$ cat src/rtl/gpio_pkg.sv
// Shared constants for the eight-bit Wishbone GPIO block: pin width and
// register word addresses.
package gpio_pkg;

  localparam int GPIO_WIDTH = 8;

  typedef logic [GPIO_WIDTH-1:0] gpio_t;

  localparam logic [2:0] GPIO_ADR_OUT     = 3'd0;
  localparam logic [2:0] GPIO_ADR_DIR     = 3'd1;
  localparam logic [2:0] GPIO_ADR_IN      = 3'd2;
  localparam logic [2:0] GPIO_ADR_RISE_EN = 3'd3;
  localparam logic [2:0] GPIO_ADR_FALL_EN = 3'd4;
  localparam logic [2:0] GPIO_ADR_STATUS  = 3'd5;

endpackage

$ cat src/rtl/gpio_sync.sv
// Pad input synchroniser followed by a one-cycle history register, producing
// the synchronised pin value and per-pin rise/fall pulses.
module gpio_sync
  import gpio_pkg::*;
#(
  parameter int SYNC_STAGES = 2
) (
  input  logic  clk_i,
  input  logic  rst_i,
  input  gpio_t pad_i,
  output gpio_t in_o,
  output gpio_t rise_o,
  output gpio_t fall_o
);

  gpio_t sync_q [SYNC_STAGES];
  gpio_t prev_q;

  // NOTE: the chain is reset even though it is an array; IN_O must read 0
  // until SYNC_STAGES edges after reset release, so no stage may start as X.
  always_ff @(posedge clk_i) begin
    if (rst_i) begin
      for (int i = 0; i < SYNC_STAGES; i++) sync_q[i] <= '0;
      prev_q <= '0;
    end else begin
      sync_q[0] <= pad_i;
      for (int i = 1; i < SYNC_STAGES; i++) sync_q[i] <= sync_q[i-1];
      prev_q <= sync_q[SYNC_STAGES-1];
    end
  end

  assign in_o   = sync_q[SYNC_STAGES-1];
  assign rise_o = in_o & ~prev_q;
  assign fall_o = ~in_o & prev_q;

endmodule

$ cat src/rtl/wb_gpio.sv
// Eight-bit GPIO controller with a Wishbone classic slave port: output and
// direction registers, synchronised inputs and a maskable edge interrupt.
module wb_gpio
  import gpio_pkg::*;
#(
  parameter int    SYNC_STAGES = 2,
  parameter gpio_t OUT_RESET   = 8'h00
) (
  input  logic        CLK_I,
  input  logic        RST_I,
  input  logic        CYC_I,
  input  logic        STB_I,
  input  logic        WE_I,
  input  logic [2:0]  ADR_I,
  input  logic [3:0]  SEL_I,
  input  logic [31:0] DAT_I,
  output logic [31:0] DAT_O,
  output logic        ACK_O,
  input  logic [7:0]  PAD_I,
  output logic [7:0]  IN_O,
  output logic [7:0]  OUT_O,
  output logic [7:0]  DIR_O,
  output logic        IRQ_O
);

  gpio_t in_w, rise_w, fall_w;

  logic  ack_q,     ack_d;
  gpio_t dat_q,     dat_d;
  gpio_t out_q,     dir_q;
  gpio_t rise_en_q, fall_en_q;
  gpio_t status_q,  status_d;
  gpio_t clr_w;
  logic  access_w, wr_w;

  // Upper byte selects and data bits carry nothing for an 8-bit register file.
  logic  unused_bits;
  assign unused_bits = &{1'b0, SEL_I[3:1], DAT_I[31:GPIO_WIDTH]};

  gpio_sync #(
    .SYNC_STAGES(SYNC_STAGES)
  ) u_sync (
    .clk_i (CLK_I),
    .rst_i (RST_I),
    .pad_i (PAD_I),
    .in_o  (in_w),
    .rise_o(rise_w),
    .fall_o(fall_w)
  );

  // A new transfer starts only while ACK_O is low, so a held strobe is
  // acknowledged every other cycle, one transfer per ACK.
  assign access_w = CYC_I & STB_I & ~ack_q;
  assign wr_w     = access_w & WE_I & SEL_I[0];
  assign ack_d    = access_w;

  assign clr_w    = (wr_w && ADR_I == GPIO_ADR_STATUS) ? DAT_I[GPIO_WIDTH-1:0] : '0;
  // Set terms are OR-ed after the clear so a new edge wins over W1C.
  assign status_d = (status_q & ~clr_w) | (rise_w & rise_en_q) | (fall_w & fall_en_q);

  // NOTE: every output of a combinational block gets a default first so no
  // path through the case statement can infer a latch.
  always_comb begin
    dat_d = '0;
    unique case (ADR_I)
      GPIO_ADR_OUT:     dat_d = out_q;
      GPIO_ADR_DIR:     dat_d = dir_q;
      GPIO_ADR_IN:      dat_d = in_w;
      GPIO_ADR_RISE_EN: dat_d = rise_en_q;
      GPIO_ADR_FALL_EN: dat_d = fall_en_q;
      GPIO_ADR_STATUS:  dat_d = status_q;
      default:          dat_d = '0;
    endcase
  end

  // NOTE: sequential state uses non-blocking assignments only, so every
  // register samples the pre-edge values of its neighbours.
  always_ff @(posedge CLK_I) begin
    if (RST_I) begin
      ack_q     <= 1'b0;
      dat_q     <= '0;
      out_q     <= OUT_RESET;
      dir_q     <= '0;
      rise_en_q <= '0;
      fall_en_q <= '0;
      status_q  <= '0;
    end else begin
      ack_q    <= ack_d;
      status_q <= status_d;
      if (access_w) dat_q <= dat_d;
      if (wr_w) begin
        unique case (ADR_I)
          GPIO_ADR_OUT:     out_q     <= DAT_I[GPIO_WIDTH-1:0];
          GPIO_ADR_DIR:     dir_q     <= DAT_I[GPIO_WIDTH-1:0];
          GPIO_ADR_RISE_EN: rise_en_q <= DAT_I[GPIO_WIDTH-1:0];
          GPIO_ADR_FALL_EN: fall_en_q <= DAT_I[GPIO_WIDTH-1:0];
          default:          ;
        endcase
      end
    end
  end

  assign DAT_O = {{(32-GPIO_WIDTH){1'b0}}, dat_q};
  assign ACK_O = ack_q;
  assign IN_O  = in_w;
  assign OUT_O = out_q;
  assign DIR_O = dir_q;
  assign IRQ_O = |status_q;

endmodule

$ cat config.mk
export PLATFORM = sky130hd
export DESIGN_NAME = wb_gpio
export DESIGN_NICKNAME = d
export VERILOG_FILES = /design/src/rtl/gpio_pkg.sv /design/src/rtl/gpio_sync.sv /design/src/rtl/wb_gpio.sv
export SDC_FILE = /design/constraint.sdc
export NUM_CORES = 1
export LEC_CHECK = 0
export ABC_AREA = 1
export CAP_MARGIN = 20
export CORE_MARGIN = 8
export CORE_UTILIZATION = 40
export DETAILED_ROUTE_END_ITERATION = 10
export GPL_TIMING_DRIVEN = 0
export PLACE_DENSITY = 0.73
export SLEW_MARGIN = 10
export SYNTH_ARGS = -nofsm -noshare
export SYNTH_HDL_FRONTEND = slang
export SYNTH_SLANG_ARGS = --single-unit
$ cat constraint.sdc
create_clock -name CLK_I -period 3.65 [get_ports CLK_I]
set_input_delay 0.365 -clock CLK_I [delete_from_list [all_inputs] [get_ports CLK_I]]
set_output_delay 0.365 -clock CLK_I [all_outputs]
set_load 0.1 [all_outputs]
-- Word level (Yosys, flattened, before mapping)
Memories as Yosys holds them, arrays and structs flattened.
Index checks and enable logic that the tools add are counted.
- eq/ne operators: 5
- mux-type cells: 7
- bitwise operators: 17
- reduce and logical (&&, ||, !) cells: 7
- operators by type and width (kind ; count):
    case mux 8 bit (6 select lines) ; 1
    AND 8 bit ; 5
    two-way mux 8 bit ; 3
    inverter 8 bit ; 3
    bitwise OR 8 bit ; 2
    AND reduction 2 bit ; 4
    OR reduction 8 bit ; 1
    equality test 3 x 2 -> 1 bit, second input constant ; 2
    equality test 3 bit, second input constant ; 2
    AND 1 bit ; 4
    equality test 3 x 1 -> 1 bit, second input constant ; 1
    zero test 3 bit ; 1
    two-way mux 1 bit ; 3
    bitwise OR 1 bit ; 2
    logical AND 1 bit ; 1
    inverter 1 bit ; 1
- flip-flop bits (word level): 57
- RAM bits: 16
- output and inout port bits: 58
- memories: 1
- memory list (memory ; depth ; width ; rd ports ; clocked after Yosys merged registers in ; write ports ; line ; text):
    u_sync.sync_q ; 2 ; 8 ; 2 ; 0 ; 2 ; gpio_sync.sv:16 ; gpio_t sync_q [SYNC_STAGES];

-- Logic depth before layout (Yosys ltp)
Gate-level depths: netlist of run 1.
- depth after elaboration: 10
- depth in mapped cells: 9

-- By module
A second synthesis of run 1 with hierarchy kept.
- cell total of the unflattened synthesis: 473
- area, all modules: 3397.0 µm²
- modules (own cells, without submodules) (module ; instances ; cells each ; area an instance (µm²)):
    wb_gpio ; 1 ; 367 ; 2563.7
    gpio_sync ; 1 ; 106 ; 833.3

-- Worst setup path before layout of run 1
No wires, ideal clock.
- path type: register to register
- start: register ack_q (netlist: ACK_O)
- end: register dat_q[0]
- library setup time: 140 ps
- data arrival time: 1754 ps
- required time: 3510 ps
- path slack: 1756 ps
- stages on the path, launching flop included: 7
- clock period less this slack: 1894 ps
- cell sequence: dfxtp_1 > inv_1 > nand3_1 > clkbuf_1 > inv_1 > nand2_1 > a21oi_2
- cells in the longest elaborated chain, start to end: 2
- RTL lines (element ; line ; text):
    start: declaration ; wb_gpio.sv:28 ; logic ack_q, ack_d;
    start signal: assignment ; wb_gpio.sv:88 ; ack_q <= ack_d;
    inverter 1 bit ; wb_gpio.sv:53 ; assign access_w = CYC_I & STB_I & ~ack_q;
    AND 1 bit ; wb_gpio.sv:53 ;
    end signal: assignment ; wb_gpio.sv:90 ; if (access_w) dat_q <= dat_d;
    end: declaration ; wb_gpio.sv:29 ; gpio_t dat_q, dat_d;
Every way passes these cells.
A chain may end at the register's enable or synchronous reset.

-- Worst setup path after layout of run 1
- start: register status_q[6]
- end: output IRQ_O
- cells in the longest elaborated chain, start to end: 1
- RTL lines (element ; line ; text):
    start: declaration ; wb_gpio.sv:32 ; gpio_t status_q, status_d;
    start signal: assignment ; wb_gpio.sv:89 ; status_q <= status_d;
    OR reduction 8 bit ; wb_gpio.sv:108 ; assign IRQ_O = |status_q;
    end: declaration ; wb_gpio.sv:23 ; output logic IRQ_O
Every way passes these cells.

==> metrics, run 1 <==
outcome=finished, final reports clean; Synth area leaders=dfxtp_1 (43%), buf_4 (7.3%), a21oi_1 (7.0%); Cell Area, Placed=4187 µm²; WHS Path Cells=4; Rows=33; top cells by count, synth=dfxtp_1 (73), inv_1 (62), nand2_1 (51); Die ar.=around 12,000 µm²; met1 GRT Util=~21%; distinct cell type count after synthesis=25; WL/cell=15.58 µm; worst path arrival time=~2100 ps; FF-to-FF End=fall_en_q[4]; DR vias/cell=4.988; ys flop type=dfxtp_1; Via Count=3,247; Reg2Reg Setup Slack=about 2100 ps; most frequent cell after synthesis=dfxtp_1; aggregate global routing overflow=0; Compound-Gate Fraction of Synth Area=13.84%; layout cells sized above 1=between 10% and 20%; Max Fanout on Critical Path=3; Die Y-Extent=around 110 µm; final setup TNS=0 ps; Yosys reg bits=73; number of port buffers=between 50 and 60; core area=about 8300 µm²; Worst Setup SP=status_q[6]; worst reg2reg startpoint=ACK_O; CTS Sinks=between 70 and 80; drc violations=0; Setup CP Type=reg -> out; Post-synth EDFFs=0; synth warn=0; Pre-antenna DRT Iters=5; max_slew headroom=around a third; Worst setup SP type=register; DR iter-0 viols=~190; HP Class=in -> reg; hold slack=between 300 and 400 ps; Synth Area in Adders=0%; CTS tree=done; pwr dens=415.7 nW/µm²; clock buffer depth=2; Tcrit/Tclk final=around 68%; critical path required time=approximately 3300 ps; fin. max-slew vios=0; area of the multi-input gates=approximately 1400 µm²; htree depth=3; initial core utilization=between 40% and 50%; Avg Cell Area, Syn=~7.5 µm²; Final nets=594; post-synth top area cell=dfxtp_1; clock transition at the registers of the reported paths=~70 ps; register area=around 1500 µm²; worst-margin pin slew=around 1000 ps; I/O pin count=110; proportion of synthesized area in mux cells=0%; clock latency at the later pin of the worst-skew pair=between 300 and 400 ps; CTS buffer count=9; share of the synthesized area in the top cell type=42.88%; Syn Inst Count=452; Antenna Cells=0; final hold viol count=0; leak pwr=1.769 nW; crit path time final=2466 ps; largest net degree at the start of global routing=13; M2 GR Usage=around 29%; vias in the first global route=roughly 3,200; Post-Synth Simple-Gate Area=roughly a quarter; fin area=4404 µm²; antenna viol nets, final=0; cts repair resizes=0; asr flop ratio synth=0%; All-Layer GR Usage=around 17%; non-filler cells, final=about 650; Detailed Place HPWL=approximately 7500 µm; Crit. End Element=primary output; max_cap viols=0; layer carrying the most global-route usage=met2; final setup fails=0; Worst Min Path Start=ADR_I[2]; Die X=108.3 µm; FF-to-FF path depth=7; Clock Root Buffer=clkbuf_8; RSZ-0062 raised after global routing=no; initial antenna violation count=0; fill count=804; sequential fraction of the synthesis area=42.88%; clock skew=about 7.9 ps; Mapped Area=approximately 3400 µm²; Max Clk Rate=roughly 0.41 GHz; layout overhead on the synthesized area=29.22%; # Post-CTS Setup Buffers=0; main combinational cell family by area after synthesis=simple AND/OR/NAND/NOR gates; WL final=about 10,000 µm; met3 GRT Util=about 4.6%; global-route wire length before repair=16,130 µm; Hold EP=rise_en_q[7]; placed cell count=~640; routability cong.=0.9047; CTS Hold Bufs=0; Post-Synth XOR/XNOR Area=0%; worst ir drop on vdd=0.2890 mV
## routing by layer
metal  up-vias  part of all wire [%]
li1       1599                     -
met3        18                   8.6
met1      1495                    44
met5         -                     0
met4         0                   1.9
met2       135                    46
## worst max-delay path by stage
| stage | slack [ps] | end | cells after the start |
|---|---|---|---|
| floorplan | 1760 | dat_q[0] | 6 |
| global placement | 1580 | IRQ_O | 3 |
| detailed placement | 1550 | status_q[1] | 4 |
| CTS | 1190 | IRQ_O | 3 |
| global route | 1110 | IRQ_O | 3 |
| finish | 1180 | IRQ_O | 3 |
## critical path, cell delays in order, from the launching register on
cell	delay (ps)
dfxtp_1	340
nor4_1	290
nand2_1	130
clkdlybuf4s50_1	990
## cell type report
| class | count | area share, % |
|---|---|---|
| buffer | 55 | 8.750 |
| clock buffer | 10 | 3.125 |
| clock inverter | 5 | 1.818 |
| inverter | 67 | 5.767 |
| multi-input combinational | 280 | 31.65 |
| sequential | 73 | 33.18 |
| tap | 105 | 2.983 |
| timing repair buffer | 56 | 12.73 |
## cells in the final DEF, fill, tap and decap left out
master,synthesis,final
a21oi_1,48,48
a21oi_2,8,8
a31oi_1,1,1
buf_1,1,1
buf_2,8,8
buf_4,33,33
buf_6,6,6
bufinv_16,0,2
clkbuf_1,7,7
clkbuf_8,0,10
clkdlybuf4s50_1,0,56
clkinv_2,0,1
clkinvlp_4,0,2
conb_1,1,24
dfxtp_1,73,73
inv_1,62,62
inv_2,4,4
inv_4,1,1
nand2_1,51,51
nand2_2,1,1
nand3_1,34,34
nand3_2,9,9
nand4_1,23,23
nor2_1,37,37
nor2_4,2,2
nor3_1,8,8
nor3_4,1,1
nor4_1,2,2
o21ai_0,19,19
o21ai_1,12,12
## sequential cells by signal, indices dropped and copies added (netlist names)
signal,flops
u_sync.sync_q,16
DIR_O,8
OUT_O,8
dat_q,8
fall_en_q,8
rise_en_q,8
status_q,8
u_sync.prev_q,8
ACK_O,1
## logic make-up (layout without fill, tap and decap cells)
group	Yosys count	in the layout
AO/OA/AOI/OAI	88	88
buffers and inverters	122	193
flip-flops	73	73
other	1	24
AND/OR/NAND/NOR	168	168
## where the power goes
| group | total (mW) | switching, mW | leakage, nW | internal [mW] |
|---|---|---|---|---|
| sequential | 0.817 | 0.00747 | 0.592 | 0.810 |
| combinational | 0.313 | 0.238 | 1.07 | 0.0748 |
| clock | 0.701 | 0.303 | 0.104 | 0.398 |
## stage by stage
| stage | utilization (%) | power, mW | worst slack (ps) |
|---|---|---|---|
| floorplan | - | 1.074 | 1756 |
| global placement | 50.70 | 1.142 | 1582 |
| detailed placement | 50.70 | 1.145 | 1553 |
| CTS | 53.33 | 1.833 | 1188 |
| global route | 53.33 | 1.886 | 1107 |
| finish | 53.33 | 1.831 | 1184 |
No activity file was read; power rests on OpenSTA's default activity.
==> run 2: changes to the inputs <==
==> constraint.sdc (replaced) <==
create_clock -name CLK_I -period 2.5 [get_ports CLK_I]
set_input_delay 0.25 -clock CLK_I [delete_from_list [all_inputs] [get_ports CLK_I]]
set_output_delay 0.25 -clock CLK_I [all_outputs]
set_load 0.1 [all_outputs]
==> results of run 2 <==
The final DEF is identical to that of run 1. Status: finished, final reports clean.
Main changes from that run: setup slack after placement 1553 ps -> 518.2 ps; setup slack after layout 1184 ps -> 149.2 ps; hold slack 371.7 ps -> 256.7 ps; register-to-register setup slack 2090 ps -> 940 ps; total power 1.831 mW -> 2.673 mW; worst IR drop on VDD 0.2890 mV -> 0.4220 mV
==> RTL change (settings of run 2) <==
Reset style: asynchronous (`RST_I` and `rst_i`), changed in 2 clocked blocks. Comments in the files are not updated.
--- a/src/rtl/gpio_sync.sv
+++ b/src/rtl/gpio_sync.sv
@@ -19,5 +19,5 @@
   // NOTE: the chain is reset even though it is an array; IN_O must read 0
   // until SYNC_STAGES edges after reset release, so no stage may start as X.
-  always_ff @(posedge clk_i) begin
+  always_ff @(posedge clk_i or posedge rst_i) begin
     if (rst_i) begin
       for (int i = 0; i < SYNC_STAGES; i++) sync_q[i] <= '0;
--- a/src/rtl/wb_gpio.sv
+++ b/src/rtl/wb_gpio.sv
@@ -76,5 +76,5 @@
   // NOTE: sequential state uses non-blocking assignments only, so every
   // register samples the pre-edge values of its neighbours.
-  always_ff @(posedge CLK_I) begin
+  always_ff @(posedge CLK_I or posedge RST_I) begin
     if (RST_I) begin
       ack_q     <= 1'b0;
Formal check against the unedited RTL: differs if RST_I is asserted again (counterexample within 4 cycles, from zero or initial values and one cycle with RST_I high); with RST_I held inactive, the same outputs for 4 cycles.
==> RTL change against run 2 <==
  * First-iteration DRC count is 54% higher
  * Wire length is 5.4% lower
  * Sequential cell count stayed put
  * Worst setup slack better by 25 ps
  * Final area is 1.6% higher
  * Worst hold slack worse by 11 ps
  * Via count is 7.7% lower
  * Critical endpoint is now IN_O[5]
  * Clock skew is 0.89 ps lower
  * Synthesized cell count is 15% lower
  * Area after synthesis hardly changed
Power is not compared: it rests on default switching activity, and its combinational part moved more than twofold at a synthesized area within 25%.
==> RTL change: results (changes against run 2) <==
| Metric | Value |
|---|---|
| Final GP Congestion | `0.9140 (+1.0%)` |
| DR vias | `2998 (-7.7%)` |
| Synth Area in Compound Gates | `0.08107 (-0.05733)` |
| Worst Path Arrival | `2080 ps (-20 ps)` |
| Static Leakage | `0.002110 uW` |
| Avg Inst Size Synth | `8.882 um2 (+18%)` |
| Routed Antenna Nets | `0 (unchanged)` |
| DP Wirelength | `6.628 mm (-12%)` |
| Gr usage total | `0.1708 (-0.003900)` |
| Maximum vdd drop | `between 0.5 and 0.6 mV` |
| Mux cell area share after synthesis | `0 (unchanged)` |
| DP Cell Count | `569 (-11%)` |
| Worst Clk Skew | `7.012 ps (-0.8921 ps)` |
| Num CTS Buffers | `9 (unchanged)` |
| Largest net degree at the start of global routing | `43 (+30)` |
| Actual slew at the worst max-slew pin | `990.7 ps (+7.696 ps)` |
| H-Tree Depth | `3 (unchanged)` |
| Port bufs | `56 (unchanged)` |
| Global-route wire length before repair | `15.50 mm (-3.9%)` |
| Tmin final | `2326 ps (-24.83 ps)` |
| Placed instance area | `4212 um2 (+0.60%)` |
| Reg2Reg Setup Slack | `710 ps (-230 ps)` |
| Root Buffer | `clkbuf_8` |
| Seq/Total Area, Yosys | `0.5356 (+0.1068)` |
| Layout cell share with drive strength beyond 1 | `0.1729 (+0.01174)` |
| Number of antenna violations at the first check in global routing | `0 (unchanged)` |
| Cell variety after synth | `23 (-8.0%)` |
| Run status | `finished, final reports clean` |
| Crit path max fanout | `5 (+2)` |
| Skew-Pair Late Insertion Delay | `350 ps (about the same)` |
| R2r worst-path depth | `6 (-1)` |
| Drt total wl | `9.591 mm (-5.4%)` |
| Share of synthesized registers carrying an async set or reset | `1.000 (+1.000)` |
| Post-synth top cells | `nand2_1 (92), dfrtp_1 (73), nor2_1 (40)` |
| Post-Synth Adder-Cell Area | `0 (unchanged)` |
| Diodes inserted | `0 (unchanged)` |
| Place WS | `333.3 ps (-184.9 ps)` |
| Synth Area in XOR/XNOR | `0 (unchanged)` |
| Clock buffer depth | `2 (unchanged)` |
| Layout Nets | `527 (-11%)` |
| Synth Flop Type | `dfrtp_1` |
| Synth top area cells | `dfrtp_1 (54%), nand2_1 (10%), buf_4 (7.5%)` |
| Fin. max-slew vios | `0 (unchanged)` |
| Routed len/inst | `16.39 um (+5.2%)` |
| Initial DRC count | `288 (+54%)` |
| Tightest Hold Check Type | `in2async` |
-- RTL change: worst paths after layout --
check	start	end
max in group asynchronous	RST_I	status_q[5]
min in group CLK_I	PAD_I[2]	u_sync.sync_q[10]
min reg2reg	u_sync.sync_q[11]	u_sync.in_o[3]
max reg2reg	ACK_O	status_q[3]
max	u_sync.in_o[5]	IN_O[5]
min	RST_I	u_sync.sync_q[14]
-- RTL change: per-layer routing --
layer,wire (um),global-route usage
met1,3964,0.2209
met2,4342,0.2598
met3,1020,0.04402
met4,264,0.08602
met5,0,0
-- RTL change: cell type report --
type                            instances  area (um2)
Fill cell                             758        3785
Sequential cell                        73        1827
Multi-Input combinational cell        259        1220
Timing Repair Buffer                   57       579.3
Buffer                                 48       349.1
Clock buffer                           12       165.2
Tap cell                              105       131.4
Inverter                               27       103.9
Clock inverter                          4       97.59
-- RTL change: cells by family (layout without fill, tap and decap cells) --
logic type / after synthesis / count (layout)
buffers and inverters: 75 / 148
flip-flops: 73 / 73
other: 1 / 24
AND/OR/NAND/NOR: 187 / 187
AO/OA/AOI/OAI: 48 / 48
-- RTL change: per-stage QoR --
step	power [uW]	hold WS [ps]
2_1_floorplan	2210	281.4
3_3_place_gp	2443	331.8
3_5_place_dp	2462	334.7
4_1_cts	3647	248.5
5_1_grt	3761	294.0
6_report	3637	246.1
-- RTL change: power by group --
part	switching (uW)	leakage [uW]	internal, uW
registers	99.3	0.000890	1300
clock network	449	0.000129	745
logic	805	0.00109	244
total	1350	0.00211	2280
-- RTL change: worst max-delay path, cell delays in order (launching register included) --
cell and delay [ps]:
dfrtp_1 460, buf_4 150, clkdlybuf4s50_1 1120
-- RTL change: repair_timing --
| action | 4_1_cts | 5_1_grt |
|---|---|---|
| setup endpoints to repair | 1 | 0 |
| gates resized for setup | 1 | 0 |
| buffers inserted | 0 | 0 |
